### src/rtl/acc_unit.sv
// Multi-channel accumulator execution unit: single-cycle ALU ops plus a WIDTH-step shift-add multiply.
// Optional macro ACC_SAT_EN makes ADD/SUB saturate on signed overflow instead of wrapping.
module acc_unit #(
  parameter int WIDTH = 16,
  parameter int SEL_W = 2
) (
  input  logic             CLK,
  input  logic             reset,
  input  logic             op_valid,
  output logic             op_ready,
  input  logic [3:0]       op_code,
  input  logic [SEL_W-1:0] op_sel,
  input  logic [WIDTH-1:0] op_data,
  output logic             res_valid,
  output logic [WIDTH-1:0] res_data,
  output logic             res_zero,
  output logic             res_neg,
  output logic             res_ovf,
  output logic             res_err,
  output logic             dbg_state_o
);

  localparam int NUM_ACC = 2 ** SEL_W;
  localparam int CNT_W   = $clog2(WIDTH + 1);
  localparam int HALF    = WIDTH / 2;
  localparam int MSB     = WIDTH - 1;
  localparam logic [WIDTH-1:0] SMAX = {1'b0, {(WIDTH-1){1'b1}}};
  localparam logic [WIDTH-1:0] SMIN = {1'b1, {(WIDTH-1){1'b0}}};

  localparam logic [3:0] OP_LOAD = 4'd1;
  localparam logic [3:0] OP_ADD  = 4'd2;
  localparam logic [3:0] OP_SUB  = 4'd3;
  localparam logic [3:0] OP_AND  = 4'd4;
  localparam logic [3:0] OP_OR   = 4'd5;
  localparam logic [3:0] OP_SLT  = 4'd6;
  localparam logic [3:0] OP_LUI  = 4'd7;
  localparam logic [3:0] OP_MUL  = 4'd8;
  localparam logic [3:0] OP_CLR  = 4'd10;

  typedef enum logic {S_IDLE = 1'b0, S_MUL_RUN = 1'b1} state_t;

  state_t             state_q, state_d;
  logic [WIDTH-1:0]   acc_q [NUM_ACC];
  logic [WIDTH-1:0]   acc_d [NUM_ACC];
  logic [WIDTH-1:0]   mcand_q, mcand_d, mplier_q, mplier_d, prod_q, prod_d;
  logic [CNT_W-1:0]   cnt_q, cnt_d;
  logic [SEL_W-1:0]   sel_q, sel_d;
  logic               res_valid_q, res_valid_d, res_zero_q, res_zero_d, res_neg_q, res_neg_d;
  logic               res_ovf_q, res_ovf_d, res_err_q, res_err_d;
  logic [WIDTH-1:0]   res_data_q, res_data_d;

  logic [WIDTH-1:0]   acc_a, sum, diff, sat_val, alu_res, step_prod;
  logic               add_ovf, sub_ovf, alu_ovf, alu_err;

  // Single-cycle ALU result for the accumulator addressed by the incoming request.
  always_comb begin
    acc_a   = acc_q[op_sel];
    sum     = acc_a + op_data;
    diff    = acc_a - op_data;
    add_ovf = (acc_a[MSB] == op_data[MSB]) && (sum[MSB] != acc_a[MSB]);
    sub_ovf = (acc_a[MSB] != op_data[MSB]) && (diff[MSB] != acc_a[MSB]);
    sat_val = acc_a[MSB] ? SMIN : SMAX;
    alu_res = acc_a;
    alu_ovf = 1'b0;
    alu_err = 1'b0;
    case (op_code)
      4'd0, 4'd9, OP_MUL: alu_res = acc_a;
      OP_LOAD: alu_res = op_data;
      OP_ADD: begin
        alu_ovf = add_ovf;
`ifdef ACC_SAT_EN
        alu_res = add_ovf ? sat_val : sum;
`else
        alu_res = sum;
`endif
      end
      OP_SUB: begin
        alu_ovf = sub_ovf;
`ifdef ACC_SAT_EN
        alu_res = sub_ovf ? sat_val : diff;
`else
        alu_res = diff;
`endif
      end
      OP_AND:  alu_res = acc_a & op_data;
      OP_OR:   alu_res = acc_a | op_data;
      OP_SLT:  alu_res = ($signed(acc_a) < $signed(op_data)) ? WIDTH'(1) : '0;
      OP_LUI:  alu_res = {op_data[HALF-1:0], {HALF{1'b0}}};
      OP_CLR:  alu_res = '0;
      default: alu_err = 1'b1;
    endcase
  end

  always_comb begin
    state_d     = state_q;
    acc_d       = acc_q;
    mcand_d     = mcand_q;
    mplier_d    = mplier_q;
    prod_d      = prod_q;
    cnt_d       = cnt_q;
    sel_d       = sel_q;
    res_valid_d = 1'b0;
    res_data_d  = res_data_q;
    res_zero_d  = res_zero_q;
    res_neg_d   = res_neg_q;
    res_ovf_d   = res_ovf_q;
    res_err_d   = res_err_q;
    step_prod   = prod_q + (mplier_q[0] ? mcand_q : '0);
    case (state_q)
      S_IDLE: begin
        if (op_valid) begin
          if (op_code == OP_MUL) begin
            state_d  = S_MUL_RUN;
            mcand_d  = acc_a;
            mplier_d = op_data;
            prod_d   = '0;
            cnt_d    = CNT_W'(WIDTH);
            sel_d    = op_sel;
          end else begin
            acc_d[op_sel] = alu_res;
            res_valid_d   = 1'b1;
            res_data_d    = alu_res;
            res_ovf_d     = alu_ovf;
            res_err_d     = alu_err;
          end
        end
      end
      S_MUL_RUN: begin
        // The last step writes the accumulator with the step's sum directly.
        prod_d   = step_prod;
        mcand_d  = mcand_q << 1;
        mplier_d = mplier_q >> 1;
        cnt_d    = cnt_q - CNT_W'(1);
        if (cnt_q == CNT_W'(1)) begin
          state_d      = S_IDLE;
          acc_d[sel_q] = step_prod;
          res_valid_d  = 1'b1;
          res_data_d   = step_prod;
          res_ovf_d    = 1'b0;
          res_err_d    = 1'b0;
        end
      end
      default: state_d = S_IDLE;
    endcase
    if (res_valid_d) begin
      res_zero_d = (res_data_d == '0);
      res_neg_d  = res_data_d[MSB];
    end
  end

  always_ff @(posedge CLK or negedge reset) begin
    if (!reset) begin
      state_q <= S_IDLE;
      for (int i = 0; i < NUM_ACC; i++) acc_q[i] <= '0;
      mcand_q     <= '0;
      mplier_q    <= '0;
      prod_q      <= '0;
      cnt_q       <= '0;
      sel_q       <= '0;
      res_valid_q <= 1'b0;
      res_data_q  <= '0;
      res_zero_q  <= 1'b0;
      res_neg_q   <= 1'b0;
      res_ovf_q   <= 1'b0;
      res_err_q   <= 1'b0;
    end else begin
      state_q     <= state_d;
      acc_q       <= acc_d;
      mcand_q     <= mcand_d;
      mplier_q    <= mplier_d;
      prod_q      <= prod_d;
      cnt_q       <= cnt_d;
      sel_q       <= sel_d;
      res_valid_q <= res_valid_d;
      res_data_q  <= res_data_d;
      res_zero_q  <= res_zero_d;
      res_neg_q   <= res_neg_d;
      res_ovf_q   <= res_ovf_d;
      res_err_q   <= res_err_d;
    end
  end

  // Handshake: a request transfers on a rising edge where op_valid && op_ready; op_ready is high only in IDLE.
  assign op_ready    = (state_q == S_IDLE);
  assign res_valid   = res_valid_q;
  assign res_data    = res_data_q;
  assign res_zero    = res_zero_q;
  assign res_neg     = res_neg_q;
  assign res_ovf     = res_ovf_q;
  assign res_err     = res_err_q;
  assign dbg_state_o = state_q;

endmodule

### config.mk
export PLATFORM = sky130hd
export DESIGN_NAME = acc_unit
export DESIGN_NICKNAME = d
export VERILOG_FILES = /design/src/rtl/acc_unit.sv
export SDC_FILE = /design/constraint.sdc
export NUM_CORES = 1
export LEC_CHECK = 0
export CORE_UTILIZATION = 50
export CTS_CLUSTER_DIAMETER = 150
export DETAILED_ROUTE_END_ITERATION = 8
export HOLD_SLACK_MARGIN = 0.06
export PLACE_DENSITY_LB_ADDON = 0.3
export SKIP_LAST_GASP = 1
export SYNTH_ARGS = -nofsm -noshare
export SYNTH_HDL_FRONTEND = slang
export SYNTH_SLANG_ARGS = --single-unit
### constraint.sdc
create_clock -name CLK -period 4.5 [get_ports CLK]
set_input_delay 0.675 -clock CLK [delete_from_list [all_inputs] [get_ports CLK]]
set_output_delay 0.675 -clock CLK [all_outputs]
set_load 0.02 [all_outputs]
### Word level (Yosys, flattened, before mapping)

Index checks and enable logic that the tools add are counted.

* add/sub/neg operators: 4
* magnitude comparators: 5
* equality and inequality tests: 19
* multiplexer cells: 49
* bitwise logic cells: 5
* reduce and logical (&&, ||, !) cells: 10

Operators with widths (count)
* 16-bit 2-to-1 mux: 14
* 64-bit 2-to-1 mux: 3
* 64-bit bitwise mux: 2
* 16-bit one-hot mux with 2 select lines: 4
* 16-bit one-hot mux with 8 select lines: 1
* 64-bit one-hot mux with 2 select lines: 1
* 16-bit demux with 2-bit select: 2
* 16-bit adder: 2
* 16-bit binary-select mux with 2-bit select: 1
* 16-bit bitwise AND: 1
* 4-bit by 3-bit equality test with 1-bit output, second input constant: 4
* 16-bit zero test: 1
* 16-bit < comparator: 1
* 16-bit bitwise OR: 1
* 16-bit subtractor: 1
* 1-bit 2-to-1 mux: 13
* 4-bit equality test, second input constant: 3
* 11-bit OR reduction: 1
* 5-bit 2-to-1 mux: 2
* 1-bit one-hot mux with 2 select lines: 5
* 5-bit one-hot mux with 2 select lines: 1
* 4-bit by 2-bit equality test with 1-bit output, second input constant: 2
* 3-bit >= comparator, second input constant: 2
* 3-bit by 1-bit < comparator with 1-bit output, second input constant: 2
* 13 further kinds: 22

* bits in registers: 141
* logic and storage cells: 108

### Longest topological paths before layout

* word-level depth: 11
* mapped depth: 17

### Least setup slack after synthesis

No wires, ideal clock.

* path type: input port to flip-flop
* start point: input op_sel[0]
* end point: register res_zero_q (netlist: res_zero)
* setup time: 0.104 ns
* arrival: 4.371 ns
* path slack: 0.026 ns
* stages on the path: 16
* cells stage by stage: clkbuf_1 buf_2 mux4_2 inv_1 ha_1 fa_1 o21ba_2 or4_1 a21oi_1 a211oi_1 xor2_1 a221oi_1 o21ai_0 a221oi_1 nand4_1 o41ai_2

* cells in the longest elaborated chain, start to end: 11
* elaborated cells on any way between the ends: 15
* classes of those cells: add/sub: 2; order compare: 1; mux: 8; bitwise: 3; reduce/logical: 1

Ends and longest elaborated chain
* start, declared: line 12 `input logic [SEL_W-1:0] op_sel,`
* 2-bit NOT with 3-bit output (not written as such) (*): line 57 `acc_a = acc_q[op_sel];`
* 16-bit binary-select mux with 2-bit select (*): line 57
* 16-bit 2-to-1 mux (not written as such) (*) (2 in series): line 57
* 16-bit < comparator: line 87 `OP_SLT: alu_res = ($signed(acc_a) < $signed(op_data)) ? WIDTH'(1) : '0;`
* 1-bit 2-to-1 mux: line 87
* 16-bit one-hot mux with 8 select lines (*): line 66 `case (op_code)`
* 16-bit 2-to-1 mux (*): line 112 `if (op_code == OP_MUL) begin`
* 16-bit 2-to-1 mux (*): line 111 `if (op_valid) begin`
* 16-bit one-hot mux with 2 select lines (*): line 109 `case (state_q)`
* 16-bit zero test (*): line 146 `res_zero_d = (res_data_d == '0);`
* end signal, assigned: line 176 `res_zero_q <= res_zero_d;`
* end, declared: line 48 `logic res_valid_q, res_valid_d, res_zero_q, res_zero_d, res_neg_q, res_neg_d;`

Mark *: on every way between the ends. The rest lies on a longest branch, timed or not. The select of a mux whose other input is x is not followed.
A chain may end at the register's enable or synchronous reset.

### Worst setup path in the final report

* start point: input op_sel[0]
* end point: register acc_q[62] in the netlist's numbering

* cells in the longest elaborated chain, start to end: 10
* elaborated cells on any way between the ends: 18
* classes of those cells: add/sub: 2; order compare: 2; mux: 10; bitwise: 3; reduce/logical: 1

Ends and longest elaborated chain
* 2-bit NOT with 3-bit output (not written as such) (*): line 57, 120
* 16-bit binary-select mux with 2-bit select: line 57
* 16-bit 2-to-1 mux (not written as such) (2 in series): line 57
* 16-bit subtractor, or another cell as far along: line 59 `diff = acc_a - op_data;`
* 16-bit one-hot mux with 8 select lines: line 66
* 64-bit bitwise mux (*): line 120 `acc_d[op_sel] = alu_res;`
* 64-bit 2-to-1 mux (*): line 112
* 64-bit 2-to-1 mux (*): line 111
* 64-bit one-hot mux with 2 select lines (*): line 109
* end signal, assigned: line 168 `acc_q <= acc_d;`
* end, declared: line 43 `logic [WIDTH-1:0] acc_q [NUM_ACC];`

Marks and branches as above.

==> flow_summary.toml <==
[layout]
fillers = 1760
nets = 1506
diodes = 0
areaGrowthSynthToFinish_pct = 25.14
layout-drive-gt1-share_pct = 18.71
final_cell_mix = "182 x buf_4, 152 x nand2_1, 140 x dfrtp_1"
multi_input_area_mm2 = 0.006426
fin_cells = 1686
layout_commonest_cell = "buf_4"
seq_area_mm2 = 0.003532

[routing]
drc = 0
firstDrtPassIters = 6
totalWireLength_um = 39220
drt.antenna.violating_nets = 0
vias = 10627
first_iter_violations = 1051
drt-wirelength-per-cell_um = 23.26
vias_per_cell = 6.303

[timing]
setup_viol = 0
fmax_mhz = 239.4
worstMarginPinSlew_ns = 0.9422
period_share_pct = 92.84
maxSlewHeadroom_pct = 36.99
clock-skew-final_ns = 0.01649
rsz0062_at_grt = "no"
hold_viol = 0
finalCriticalPeriod_ns = 4.178
slew_viol_final = 0

[yosys]
synth_area_mm2 = 0.01038
yosysTopAreaCellShare_pct = 34.00
ys_ff_latch = 141
synth_edf_count = 0
ys.flop_type = "dfrtp_1"
synth_nets = 1334
ys_warn_count = 0
yosysTopAreaCell = "dfrtp_1"
synth-async-reset-ratio_pct = 100.0
synth_cells = 1231
synth.distinct_cells = 78
ys_seq_area_share_pct = 34.00
synth_area_leaders = "dfrtp_1 34%, ha_1 9.0%, o21ai_0 6.3%"
avgSynthCellArea_um2 = 8.431

[global_routing]
antenna_found_initial = 0
grt_max_degree = 90
grt_pass1_wl_um = 59680
grt_usage_pct = 37.16
grt_pass1_vias = 10011
grt.overflow.total = 0

[pwr]
power.leakage_nw = 5.813
power_mw = 8.071
irDropWorstVdd_mv = 0.4954
pwr_density_cell_mw_per_mm2 = 621.4

[critical_path]
end_kind = "register"
crit_type = "primary input to register"
cp.arrival_ns = 4.49
start_kind = "primary input"
worstPathMaxFanout = 4
cp.required_ns = 4.81

[clock_network]
h-tree-depth = 4
clk_latency_ns = 0.43
clkTransAtPathRegs_ns = 0.07
cts_tree = "done"
cts_root_buf = "clkbuf_16"
cts_buffer_depth = 2
cts_num_sinks = 141
cts-buffers-inserted = 17

[floorplan]
die_h_um = 146.1
start_util_pct = 51.13
ios = 48
die_x_um = 146.1
core_mm2 = 0.02030
rows = 52
die-area_mm2 = 0.02134

[placed_design]
io_buffers = 47
dp.cells = 1652
place_congestion = 0.9999
dp_hpwl_um = 29340

[status]
status = "completed"

[worst_hold_path]
hold_path.class = "primary input to async pin"

[run]
drv_cap = 0
==> cell type report <==
type	instances	area share [%]
Clock buffer	18	3.381
Clock inverter	14	1.262
Inverter	57	1.647
Multi-Input combinational cell	955	49.48
Sequential cell	141	27.20
Tap cell	270	2.601
Timing Repair Buffer	231	14.43
==> metrics by stage <==
| step | utilization (%) | worst slack, ns | instance area (um^2) | hold slack [ns] | TNS (ns) |
|---|---|---|---|---|---|
| final | 63.98 | 0.3223 | 12990 | 0.2991 | 0 |
| after CTS | 63.50 | 0.04749 | 12890 | 0.3693 | 0 |
| after floorplan | - | 0.02573 | 10380 | 0.3794 | 0 |
| after global placement | 60.47 | -0.5207 | 12270 | 0.4602 | -8.329 |
| after detailed placement | 60.47 | -0.5757 | 12270 | 0.4693 | -9.799 |
| after global routing | 63.98 | 0.1549 | 12990 | 0.3744 | 0 |
==> synth_stat cells (4+ instances only) <==
master / count
nand2_1: 153
nor3_1: 18
ha_1: 75
a221o_1: 4
inv_1: 54
and2_1: 24
o32ai_1: 4
nor2b_1: 9
a31oi_1: 6
a211oi_1: 12
xnor2_1: 21
o21ai_0: 131
nand3_1: 15
nand3b_1: 4
o21bai_1: 6
nand2b_1: 10
a211o_1: 4
and3_1: 9
o221ai_1: 11
o21a_1: 7
o22a_1: 6
a22oi_1: 11
buf_2: 9
or3_1: 6
xor2_1: 15
nand4_1: 4
o211ai_1: 9
a21o_1: 11
o22ai_1: 51
nor2_1: 96
a21oi_1: 101
a22o_1: 37
clkbuf_1: 62
buf_1: 6
dfrtp_1: 141
a221oi_1: 4
mux4_2: 16
mux2_2: 6
==> power by group <==
part,switching [mW],leakage (nW),internal [mW]
combinational,2.44,3.69,1.98
clock,0.657,0.290,0.806
sequential,0.418,1.83,1.76
==> logic make-up (layout without fill, tap and decap cells) <==
family,count (synthesis),in the layout,synth area share [%]
mux,24,24,4.316
compound gates,456,456,28.43
buf+inv,135,320,5.003
simple gates,361,361,15.60
flops,141,141,34.00
xor+xnor,36,36,3.038
fa+ha+maj,78,78,9.620
==> timing repair <==
action	CTS	global route
gates resized for setup	4	13
pin swaps	1	3
buffers inserted	0	2
endpoints found under the setup margin	5	22
hold buffers	0	0
==> routing by layer <==
metal	global-route usage, %	up-vias	part of all wire, %
met5	0	-	0
met4	19.48	0	5.5
met3	7.563	108	8.8
met2	57.08	551	44
met1	49.69	5138	41
li1	-	4830	-
==> state kept, by name, summed over array words and instances (netlist names) <==
| name | flops |
|---|---|
| res_neg | 1 |
| res_data | 16 |
| res_err | 1 |
| prod_q | 16 |
| res_zero | 1 |
| res_ovf | 1 |
| mplier_q | 16 |
| acc_q | 64 |
| mcand_q | 16 |
| res_valid | 1 |
| sel_q | 2 |
| cnt_q | 5 |
| dbg_state_o | 1 |
==> critical path, stage by stage <==
cell,delay (ns)
dlymetal6s2s_1,0.17
mux4_2,0.47
ha_1,0.22
inv_1,0.08
fa_1,0.44
nand3b_1,0.21
a211o_1,0.32
a21oi_2,0.26
o21ai_1,0.18
o21ai_0,0.23
mux2_2,0.38
o32ai_4,0.30
buf_4,0.19
o22ai_1,0.09
a22o_1,0.25
==> worst paths after layout <==
kind | from | endpoint | slack [ns] | depth (start not counted)
max | op_sel[0] | acc_q[62] | 0.32 | 15
min | reset | mplier_q[1] | 0.30 | 1
max reg2reg | mplier_q[0] | res_zero | 0.45 | 14
min reg2reg | mplier_q[15] | mplier_q[14] | 0.48 | 2
max in group asynchronous | reset | dbg_state_o | 3.20 | 2
min in group CLK | mplier_q[15] | mplier_q[14] | 0.48 | 2
No activity file was read; power rests on OpenSTA's default activity.
